--- src/rtl/sha256_pkg.sv ---
// rtl/sha256_pkg.sv - shared types, constants and sigma helpers for the SHA-256 message schedule
package sha256_pkg;

  localparam int ROUNDS = 64;
  localparam int WORD_W = 32;

  typedef logic [WORD_W-1:0] word_t;

  typedef enum logic [1:0] {
    IDLE,
    RUN,
    DONE
  } sched_state_e;

  function automatic word_t rotr(input word_t x, input int unsigned n);
    return (x >> n) | (x << (WORD_W - n));
  endfunction

  function automatic word_t small_sigma0(input word_t x);
    return rotr(x, 7) ^ rotr(x, 18) ^ (x >> 3);
  endfunction

  function automatic word_t small_sigma1(input word_t x);
    return rotr(x, 17) ^ rotr(x, 19) ^ (x >> 10);
  endfunction

endpackage

--- src/rtl/sha256_msg_schedule_if.sv ---
// rtl/sha256_msg_schedule_if.sv - schedule word stream from the scheduler to the round engine
// wt_par exists only when SHA256_SCHED_PARITY_EN is defined.
interface sha256_msg_schedule_if;
  import sha256_pkg::*;

  logic       wt_valid;
  logic       wt_ready;
  word_t      wt;
  logic [5:0] round;
`ifdef SHA256_SCHED_PARITY_EN
  logic       wt_par;
`endif

`ifdef SHA256_SCHED_PARITY_EN
  modport master (output wt_valid, output wt, output round, output wt_par, input wt_ready);
  modport slave  (input wt_valid, input wt, input round, input wt_par, output wt_ready);
`else
  modport master (output wt_valid, output wt, output round, input wt_ready);
  modport slave  (input wt_valid, input wt, input round, output wt_ready);
`endif

endinterface

--- src/rtl/sha256_small_sigma.sv ---
// rtl/sha256_small_sigma.sv - combinational next-word adder: W_{t+16} from the sliding window
module sha256_small_sigma
  import sha256_pkg::*;
(
  input  word_t w0,
  input  word_t w1,
  input  word_t w9,
  input  word_t w14,
  output word_t next_w
);

  assign next_w = small_sigma1(w14) + w9 + small_sigma0(w1) + w0;

endmodule

--- src/rtl/sha256_msg_schedule.sv ---
// rtl/sha256_msg_schedule.sv - captures a 16-word block and streams the 64 schedule words
// Optional parity output on the stream is enabled by SHA256_SCHED_PARITY_EN.
module sha256_msg_schedule
  import sha256_pkg::*;
(
  input  logic                         clk,
  input  logic                         rst,
  input  logic                         start,
  input  word_t                        w_in [16],
  sha256_msg_schedule_if.master        wt_if,
  output logic                         done
);

  localparam logic [5:0] LAST_ROUND = 6'(ROUNDS - 1);

  sched_state_e state, state_nx;
  word_t        win [16];
  logic [5:0]   round_q;
  word_t        next_w;
  logic         hs;
  logic         capture;
  logic         shift;
  logic         clr_round;

  sha256_small_sigma u_sigma (
    .w0    (win[0]),
    .w1    (win[1]),
    .w9    (win[9]),
    .w14   (win[14]),
    .next_w(next_w)
  );

  assign hs = (state == RUN) && wt_if.wt_ready;

  always_comb begin
    state_nx  = state;
    capture   = 1'b0;
    shift     = 1'b0;
    clr_round = 1'b0;
    case (state)
      IDLE: begin
        if (start) begin
          state_nx = RUN;
          capture  = 1'b1;
        end
      end
      RUN: begin
        // Dropping start wins over a same-cycle handshake: the word is discarded.
        if (!start) begin
          state_nx  = IDLE;
          clr_round = 1'b1;
        end else if (hs) begin
          shift = 1'b1;
          if (round_q == LAST_ROUND) state_nx = DONE;
        end
      end
      DONE: begin
        if (!start) state_nx = IDLE;
      end
      default: state_nx = IDLE;
    endcase
  end

  always_ff @(posedge clk) begin
    if (!rst) begin
      state   <= IDLE;
      round_q <= '0;
      for (int k = 0; k < 16; k++) win[k] <= '0;
    end else begin
      state <= state_nx;
      if (capture) begin
        round_q <= '0;
        for (int k = 0; k < 16; k++) win[k] <= w_in[k];
      end else if (shift) begin
        // Round saturates at the last index so DONE still reports 63.
        if (round_q != LAST_ROUND) round_q <= round_q + 6'd1;
        for (int k = 0; k < 15; k++) win[k] <= win[k+1];
        win[15] <= next_w;
      end else if (clr_round) begin
        round_q <= '0;
      end
    end
  end

`ifdef SHA256_SCHED_PARITY_EN
  logic par_q;

  always_ff @(posedge clk) begin
    if (!rst) begin
      par_q <= 1'b0;
    end else if (capture) begin
      par_q <= ^w_in[0];
    end else if (shift) begin
      par_q <= ^win[1];
    end
  end

  assign wt_if.wt_par = par_q;
`endif

  assign wt_if.wt_valid = (state == RUN);
  assign wt_if.wt       = win[0];
  assign wt_if.round    = round_q;
  assign done           = (state == DONE);

endmodule

--- src/flat_wrapper.sv ---
// flat-port wrapper written by rule: the top's interface ports become plain ports
module sha256_msg_schedule_flat import sha256_pkg::*;
  (clk, rst, start, w_in, done, wt_if_wt_valid, wt_if_wt, wt_if_round, wt_if_wt_ready);
  sha256_msg_schedule_if wt_if_i ();
  input  logic clk;
  input  logic rst;
  input  logic start;
  input  word_t w_in[16];
  output logic done;
  output wire logic [$bits(wt_if_i.wt_valid)-1:0] wt_if_wt_valid;
  output wire logic [$bits(wt_if_i.wt)-1:0] wt_if_wt;
  output wire logic [$bits(wt_if_i.round)-1:0] wt_if_round;
  input wire logic [$bits(wt_if_i.wt_ready)-1:0] wt_if_wt_ready;
  assign wt_if_wt_valid = wt_if_i.wt_valid;
  assign wt_if_wt = wt_if_i.wt;
  assign wt_if_round = wt_if_i.round;
  assign wt_if_i.wt_ready = wt_if_wt_ready;
  sha256_msg_schedule u_core (.clk(clk), .rst(rst), .start(start), .w_in(w_in), .wt_if(wt_if_i), .done(done));
endmodule
--- config.mk ---
export PLATFORM = sky130hd
export DESIGN_NAME = sha256_msg_schedule_flat
export DESIGN_NICKNAME = d
export VERILOG_FILES = /design/src/rtl/sha256_pkg.sv /design/src/rtl/sha256_msg_schedule_if.sv /design/src/rtl/sha256_small_sigma.sv /design/src/rtl/sha256_msg_schedule.sv /design/src/flat_wrapper.sv
export SDC_FILE = /design/constraint.sdc
export NUM_CORES = 1
export LEC_CHECK = 0
export CORE_ASPECT_RATIO = 1.1
export CORE_MARGIN = 4
export CORE_UTILIZATION = 35
export DETAILED_ROUTE_END_ITERATION = 8
export GPL_TIMING_DRIVEN = 0
export HOLD_SLACK_MARGIN = 0.15
export SETUP_SLACK_MARGIN = 0.3
export SKIP_LAST_GASP = 1
export SLEW_MARGIN = 10
export SYNTH_ARGS = -nofsm -noshare
export SYNTH_HDL_FRONTEND = slang
export SYNTH_SLANG_ARGS = --single-unit
export TNS_END_PERCENT = 50
--- constraint.sdc ---
create_clock -name clk -period 12.9 [get_ports clk]
set_clock_uncertainty 0.2 [all_clocks]
set_input_delay 3.225 -clock clk [delete_from_list [all_inputs] [get_ports clk]]
set_output_delay 3.225 -clock clk [all_outputs]
set_load 0.05 [all_outputs]
==> flow_summary.ini, run 1 <==
[grt]
grt_usage = 0.266
antenna_found_initial = 23
grt_pass1_wl_mm = 154
grt_max_degree = 63
grt_pass1_vias = 21000
grt-ovfl-total = 0

[finish]
area_growth_pct = 34.1
multiInputGateArea_um2 = 9820
final_util = 0.477
fillCellCount = 6831
drive_gt1_frac = 0.0586
nets = 3395
regArea_um2 = 15500
finalInstanceArea_um2 = 35800

[placement]
dpl_worst_slack_ns = 5.95
gp_congestion = 0.952
hpwl_mm = 90.6
placed_area_um2 = 33800
numPortBuffers = 555

[clock_tree]
clk_pin_slew_worst_paths_ns = 0.07
cts_tree = done
cts_buffers = 57
holdBufCountCts = 0
cts_resized = 0
ctsHtreeMaxLevel = 2
cts.sinks = 520
clock_latency_ns = 0.63
cts_buffer_depth = 3
postCtsSetupBuffers = 0
clockRootBuffer = clkbuf_16

[sta]
period_needed_ns = 6.24
period_share = 0.484
setup_violations = 0
hold_viol = 0
fin_ws_ns = 6.66
slew_headroom = 0.414
rsz0062_at_grt = no
worstMarginPinSlew_ns = 0.880
fmaxAchievable_ghz = 0.160
tns_ns = 0
maxSlewViolCount = 0

[die]
dieArea_um2 = 80800
die_h_um = 298
rows = 105
initial_core_util = 0.355
coreArea_um2 = 75100
io_pins = 556
die_w_um = 271

[critical_path]
cp_max_fo = 10
arrival_ns = 6.40
reg2regPathDepth = 16
required_ns = 13.06
endpoint_kind = flop
crit_buf_inv = 4
critPathTopFamily = buffers and inverters
crit_slowest_cell = clkbuf_1
slowest_delay_ns = 0.72
worstSetupPathType = input port to flop
crit_chain = clkdlybuf4s50_1 -> buf_2 -> nand2_1 -> nor3_1 -> clkbuf_1 -> buf_2 -> nand2_1 -> o21ai_0
crit_cells = 8
start_kind = input port

[drt]
routed_wl_mm = 111
wire_per_inst_um = 28.7
antenna_left = 0
drc = 0
vias_per_cell = 5.27
dr.pass1.iters = 5
drtIter0Drc = 1784
dr_total_vias = 20400

[synth]
synth_enable_flop_cells = 512
ys_seq_elements = 520
async_reset_ff_frac = 0
synth_cells = 2162
synth_area_per_cell_um2 = 12.4
synth_largest_type_area_fraction = 0.576
seq_area_frac_synth = 0.582
synthDistinctLibCells = 55
yosys_most_used_dff = edfxtp_1
synth_top_cell_by_area = edfxtp_1
synthTopCellsByArea = edfxtp_1 58%, a22o_1 11%, nand2_1 5.4%
synth_fp_nets = 2772
synth_area_um2 = 26700
yosys_warnings = 0

[power]
peakVddDrop_mv = 0.115
power.total_uw = 5880
leakage_uw = 0.0139
power.density_nw_per_um2 = 164

[run]
maxCapViolations = 0

[min_path]
min_path_cells = 1
hold_class = flop to flop

[outcome]
status = complete, no violations
## per-stage QoR
step | hold WS [ns] | instances
after global routing | 0.337 | 3850
after floorplan | 0.270 | 2162
after detailed placement | 0.326 | 3742
after CTS | 0.325 | 3849
final | 0.323 | 3865
after global placement | 0.287 | 3733
## power breakdown
group          internal (uW)  total [uW]  switching, uW  leakage, uW
logic                    743        1980           1230      0.00734
clock network           1040        1760            717     0.000967
registers               2030        2140            119      0.00561
## sequential cells by signal, summed over array words and instances (netlist names)
register,flops
u_core.win,512
u_core.state,2
u_core.wt_if.round,6
## metal layers
layer / vias to the layer above / global-route usage / part of all wire
met1: 10100 / 0.328 / 0.39
met3: 156 / 0.0649 / 0.080
met2: 909 / 0.464 / 0.50
met4: 28 / 0.0752 / 0.032
li1: 9169 / - / -
met5: - / 0 / 0.0014
## cells in the final DEF, fill, tap and decap left out, drive strengths merged, types with 26 or more instances in the layout
cell,netlist,layout
clkbuf,76,139
nor2,26,26
inv,149,150
xnor2,118,118
a22o,321,321
fa,62,62
clkdlybuf4s50,0,555
buf,71,80
a21oi,40,40
xor2,27,27
nand2,382,382
a21boi,168,168
o21ai,41,41
edfxtp,512,512
ha,32,32
clkinv,0,30
## layout make-up
cell class,count,area share
diodes,16,0.00112
repair buffers,564,0.161
inverters,149,0.0156
clock buffers,63,0.0410
well taps,1016,0.0355
plain buffers,147,0.0228
multi-input cells,1346,0.274
flip-flops and latches,520,0.434
clock inverters,44,0.0150
## worst reg2reg max path: stages, from the launching register on
cell and delay, ns:
edfxtp_1 0.56, xnor2_1 0.23, xnor2_1 0.35, fa_1 0.49, inv_1 0.09, fa_1 0.40
inv_1 0.07, ha_1 0.18, inv_1 0.07, fa_1 0.46, nor2b_1 0.19, o211ai_1 0.18
a31o_2 0.32, o21ai_2 0.25, xnor2_1 0.27, o21ai_0 0.17, and2_1 0.21
## Yosys cell counts (3+ instances only)
master    count
nor2b_1       5
o21ai_0      35
and2_1       14
a21o_1        5
ha_1         32
buf_1         6
xor2_1       27
o21ai_1       5
a31oi_1       7
fa_1         62
nor3_1        7
dfxtp_1       8
inv_1       148
buf_2        36
xnor2_1     118
edfxtp_1    512
nand3_1      18
and3_1        8
o21a_1        4
nor2_1       26
buf_6        29
nand2b_1      5
o211ai_1     11
nand2_1     382
nand4_1      10
clkbuf_1     75
o21bai_1      4
a22o_1      321
a21boi_0    168
a21oi_1      39
or3_1         3
## logic make-up after synthesis
group,count (synthesis),share of synthesized area
AOI/OAI and AO/OA,618,0.182
adders and majority gates,94,0.0615
buffers and inverters,296,0.0515
and+or+nand+nor,487,0.0753
muxes,2,0.000749
xor gates and xnor gates,145,0.0475
DFF,520,0.582
## final timing paths
path                    start            endpoint  slack, ns
min          u_core.win[7][1]    u_core.win[6][1]       0.32
max                       rst    u_core.win[8][0]       6.66
max reg2reg  u_core.win[1][8]  u_core.win[15][15]       7.94
min reg2reg  u_core.win[7][1]    u_core.win[6][1]       0.32
(Power assumes the default switching activity.)
==> run 2: changes to the inputs <==
==> constraint.sdc (replaced) <==
create_clock -name clk -period 5.8 [get_ports clk]
set_clock_uncertainty 0.2 [all_clocks]
set_input_delay 1.45 -clock clk [delete_from_list [all_inputs] [get_ports clk]]
set_output_delay 1.45 -clock clk [all_outputs]
set_load 0.05 [all_outputs]
==> run 2 against run 1 <==
Against the previous run:
- setup slack got worse by 5.7 ns
- critical path type is now flop to flop
- first-iteration DRC count is 3.8% higher
- combinational power grew 110%
- routed wire length down 6.3%
- largest cell class unchanged
- critical endpoint is now u_core.win[15][27]
==> flow_summary.ini, run 2 (same netlist as run 1, synthesis figures left out) <==
[outcome]
status = complete, no violations

[grt]
antenna_found_initial = 8
grt_usage = 0.248
grt_max_degree = 101
grt-ovfl-total = 0
grt_pass1_wl_mm = 145
grt_pass1_vias = 20900

[sta]
rsz0062_at_grt = no
slew_headroom = 0.286
period_share = 0.839
hold_viol = 0
setup_violations = 0
fmaxAchievable_ghz = 0.206
worstMarginPinSlew_ns = 1.06
period_needed_ns = 4.86
maxSlewViolCount = 0

[placement]
numPortBuffers = 555
gp_congestion = 0.948
dp_cells = 3737
hpwl_mm = 85.1
placed_area_um2 = 33700

[drt]
drtIter0Drc = 1852
drc = 0
vias_per_cell = 5.20
dr_total_vias = 20000
dr.pass1.iters = 7
antenna_left = 0
wire_per_inst_um = 27.1
routed_wl_mm = 104

[clock_tree]
cts_buffers = 56
holdBufCountCts = 0
clockRootBuffer = clkbuf_16
ctsHtreeMaxLevel = 2
cts_resized = 0
cts_buffer_depth = 3
postCtsSetupBuffers = 0
clk_pin_slew_worst_paths_ns = 0.06
cts_tree = done
clock_latency_ns = 0.62
cts.sinks = 520

[critical_path]
endpoint_kind = flop
cp_max_fo = 4
arrival_ns = 4.98
required_ns = 5.92
worstSetupPathType = flop to flop
start_kind = flop

[min_path]
hold_class = flop to flop

[power]
peakVddDrop_mv = 0.270
power.density_nw_per_um2 = 355
leakage_uw = 0.0138

[die]
rows = 105
dieArea_um2 = 80800
io_pins = 556
initial_core_util = 0.355
die_w_um = 271
die_h_um = 298
coreArea_um2 = 75100

[finish]
mostFrequentLayoutCells = 555 x clkdlybuf4s50_1, 512 x edfxtp_1, 379 x nand2_1
largest_register_ffs = 512
drive_gt1_frac = 0.0567
largest_register = u_core.win
layoutNonFillerInstCount = 3841
final_common_cell = clkdlybuf4s50_1
final_util = 0.473
area_growth_pct = 33.0
nets = 3389
finalInstanceArea_um2 = 35500

[run]
maxCapViolations = 0
## run 2: cell types whose count changed in the layout (fill, tap and decap cells not counted), sizes merged
cell / previous run / this run
bufinv: 11 / 7
diode: 16 / 4
buf: 80 / 75
clkbuf: 139 / 142
inv: 150 / 152
clkinvlp: 2 / 3
clkinv: 30 / 21
## run 2: report_power, final
part	internal (uW)	total [uW]	switching, uW
Sequential	4510	4760	254
Combinational	1650	4230	2580
Clock	2090	3610	1520
## run 2: final timing paths
path | cells after the start | endpoint | slack (ns) | startpoint
setup / recovery | 16 | u_core.win[15][27] | 0.94 | u_core.win[1][8]
hold reg to reg | 2 | u_core.wt_if.round[1] | 0.31 | u_core.wt_if.round[1]
hold / removal | 2 | u_core.wt_if.round[1] | 0.31 | u_core.wt_if.round[1]
setup reg to reg | 16 | u_core.win[15][27] | 0.94 | u_core.win[1][8]
## run 2: worst max-delay path: stages (launching register included)
cell and delay [ns]:
edfxtp_1 0.52, xnor2_1 0.21, xnor2_1 0.36, fa_1 0.49, inv_1 0.08, fa_1 0.41, inv_1 0.08, ha_1 0.16
inv_1 0.06, fa_1 0.45, nor2b_1 0.18, o211ai_1 0.16, a31o_2 0.32, o21ai_2 0.26, a31oi_1 0.15, xor2_1 0.35
o21ai_0 0.14
## run 2: final cells by class
class | instances | area [um2]
fill | 6850 | 39600
buffer | 147 | 816
sequential | 520 | 15500
timing repair buffer | 559 | 5670
clock buffer | 66 | 1440
antenna | 4 | 10.0
multi-input combinational | 1346 | 9840
tap | 1016 | 1270
inverter | 149 | 559
clock inverter | 34 | 389
## run 2: per-layer routing
| metal | routed length [um] | GRT usage | part of all wire |
|---|---|---|---|
| met1 | 39600 | 0.290 | 0.38 |
| met2 | 54200 | 0.457 | 0.52 |
| met3 | 6120 | 0.0438 | 0.059 |
| met4 | 4150 | 0.0882 | 0.040 |
| met5 | 41 | 0 | 0.00039 |
## run 2: per-stage QoR
step	hold WS, ns	setup TNS, ns	power, uW	setup slack, ns
6_report	0.310	0	12600	0.936
5_1_grt	0.352	0	13200	0.661
4_1_cts	0.313	0	12600	0.903
3_5_place_dp	0.302	0	8960	0.688
3_3_place_gp	0.294	-425.99	8970	-1.73
2_1_floorplan	0.270	0	7340	0.476
==> run 3: changes to the inputs <==
==> constraint.sdc (replaced) <==
create_clock -name clk -period 4.05 [get_ports clk]
set_clock_uncertainty 0.2 [all_clocks]
set_input_delay 1.0125 -clock clk [delete_from_list [all_inputs] [get_ports clk]]
set_output_delay 1.0125 -clock clk [all_outputs]
set_load 0.05 [all_outputs]
==> run 3 against run 2 <==
Against the previous run:
- the run now ends with negative setup slack left
- critical path depth up 1
- fmax is 11% higher
- sequential share of layout area down 1.9 points
- die area unchanged
- setup slack got worse by 1.3 ns
- first-iteration DRC count increased by 5.6%
- clock-buffer cell count stayed put
- clock power grew 46%
- routed wire length increased by 5.1%
- hold slack better by 0.0026 ns
- final area up 4.6%
- register-to-register slack worse by 1.3 ns
- critical endpoint is now u_core.win[15][31]
- largest cell class unchanged
==> flow_summary.ini, run 3 (same netlist as run 1, synthesis figures left out) <==
[clock_tree]
clock_latency_ns = 0.63
cts_buffers = 57
cts_buffer_depth = 3
clk_pin_slew_worst_paths_ns = 0.06
cts.sinks = 520
holdBufCountCts = 0
clockRootBuffer = clkbuf_16
ctsHtreeMaxLevel = 2
cts_tree = done

[power]
pwr-share-comb = 0.407
p_sw_frac = 0.363
power.density_nw_per_um2 = 545
power.share.sequential = 0.333
leakage_uw = 0.0145
switchingPower_uw = 7350
p_int_uw = 12900
clkPwrFrac = 0.260
power.total_uw = 20300
peakVddDrop_mv = 0.537

[sta]
worstMarginPinSlew_ns = 0.788
maxSlewViolCount = 0
tns_ns = -3.83
hold_viol = 0
fmaxAchievable_ghz = 0.228
fin_hold_ws_ns = 0.313
slew_headroom = 0.475
period_share = 1.08
period_needed_ns = 4.38
setup_violations = 19
fin_ws_ns = -0.332
rsz0062_at_grt = yes

[critical_path]
arrival_ns = 4.54
slowest_delay_ns = 0.53
r2r-start = u_core.win[14][11]
crit_top_cell = xnor2_2
endpoint_kind = flop
critPathTopFamily = adder cells
cp_max_fo = 4
rrSetupSlack_ns = -0.33
crit_buf_inv = 4
worstSetupPathType = flop to flop
crit_slowest_cell = fa_1
crit_chain = xnor2_2 -> xnor2_2 -> fa_1 -> inv_1 -> fa_1 -> inv_1 -> ha_2 -> inv_2 -> fa_2 -> nor2b_2 -> o211ai_1 -> a31o_2 -> o21ai_4 -> buf_12 -> a31oi_4 -> xnor2_2 -> a21oi_1
start_kind = flop
reg2regPathDepth = 17
reg2reg_to = u_core.win[15][31]
required_ns = 4.21

[grt]
grt-ovfl-total = 0
grt_pass1_vias = 21600
grt_pass1_wl_mm = 151
grt_max_degree = 116
grt_usage = 0.261
antenna_found_initial = 11

[drt]
drc = 0
routed_wl_mm = 109
wire_per_inst_um = 27.8
dr.pass1.iters = 5
drtIter0Drc = 1956
antenna_left = 0
dr_total_vias = 20400
vias_per_cell = 5.19

[finish]
area_growth_pct = 39.1
layoutNonFillerInstCount = 3933
nets = 3470
largest_register_ffs = 512
drive_gt1_frac = 0.127
fillCellCount = 6763
largest_register = u_core.win
final_common_cell = clkdlybuf4s50_1
mostFrequentLayoutCells = 555 x clkdlybuf4s50_1, 512 x edfxtp_1, 374 x nand2_1

[placement]
gp_congestion = 0.954
numPortBuffers = 555
dpl_worst_slack_ns = -0.814
hpwl_mm = 87.0
dp_cells = 3738

[die]
io_pins = 556
initial_core_util = 0.355
coreArea_um2 = 75100
dieArea_um2 = 80800
die_h_um = 298
rows = 105
die_w_um = 271

[min_path]
hp-start = u_core.wt_if.round[1]
hold_class = flop to flop
min_path_cells = 2
holdPathEnd = u_core.wt_if.round[1]

[run]
maxCapViolations = 0

[outcome]
failed_checks = negative setup slack
status = complete, but fails checks
==> run 3: per-stage QoR <==
stage,util,cell area [um2]
after floorplan,-,26700
after global placement,0.447,33600
after detailed placement,0.449,33700
after CTS,0.492,37000
after global routing,0.494,37200
final,0.494,37200
==> run 3: worst min-delay path: cells and delay by family, from the launching register on <==
| family | cells | cell delay (ns) |
|---|---|---|
| compound gates | 1 | 0.05 |
| flops | 1 | 0.34 |
| simple gates | 1 | 0.08 |
==> run 3: area by class of cell <==
class	count	area, um2	area share
Clock buffer	66	1460	0.0393
Timing Repair Buffer	638	6320	0.170
Inverter	149	559	0.0151
Antenna cell	10	25.0	0.000673
Clock inverter	40	399	0.0107
Tap cell	1016	1270	0.0342
Buffer	147	850	0.0229
Multi-Input combinational cell	1347	10700	0.289
Sequential cell	520	15500	0.418
==> run 3: power by group through the flow <==
stage | registers [uW] | clock network, uW | logic [uW]
floorplan | 6820 | 0 | 3680
global placement | 6940 | 0 | 6090
global route | 6760 | 5590 | 8750
detailed placement | 6930 | 0 | 6090
CTS | 6740 | 5350 | 7840
finish | 6740 | 5270 | 8240
==> run 3: routing by layer <==
layer  wire length [um]  GRT usage
met1              42900      0.320
met2              55500      0.466
met3               7370     0.0467
met4               3610     0.0822
met5                 34          0
==> run 3: worst max path at each step <==
stage,cells after the start,to,start
after floorplan,15,u_core.win[15][19],u_core.win[1][8]
after global placement,4,u_core.win[4][24],wt_if_wt_ready
after detailed placement,16,u_core.win[15][31],u_core.win[1][19]
after CTS,15,u_core.win[15][30],u_core.win[1][28]
after global routing,17,u_core.win[15][31],u_core.win[1][8]
final,17,u_core.win[15][31],u_core.win[14][11]
==> run 3: repair_timing <==
item | in CTS | in global routing
gates cloned | 0 | 1
buffers inserted | 76 | 2
gates resized for setup | 164 | 24
endpoints found under the setup margin | 240 | 163
pin swaps | 39 | 14
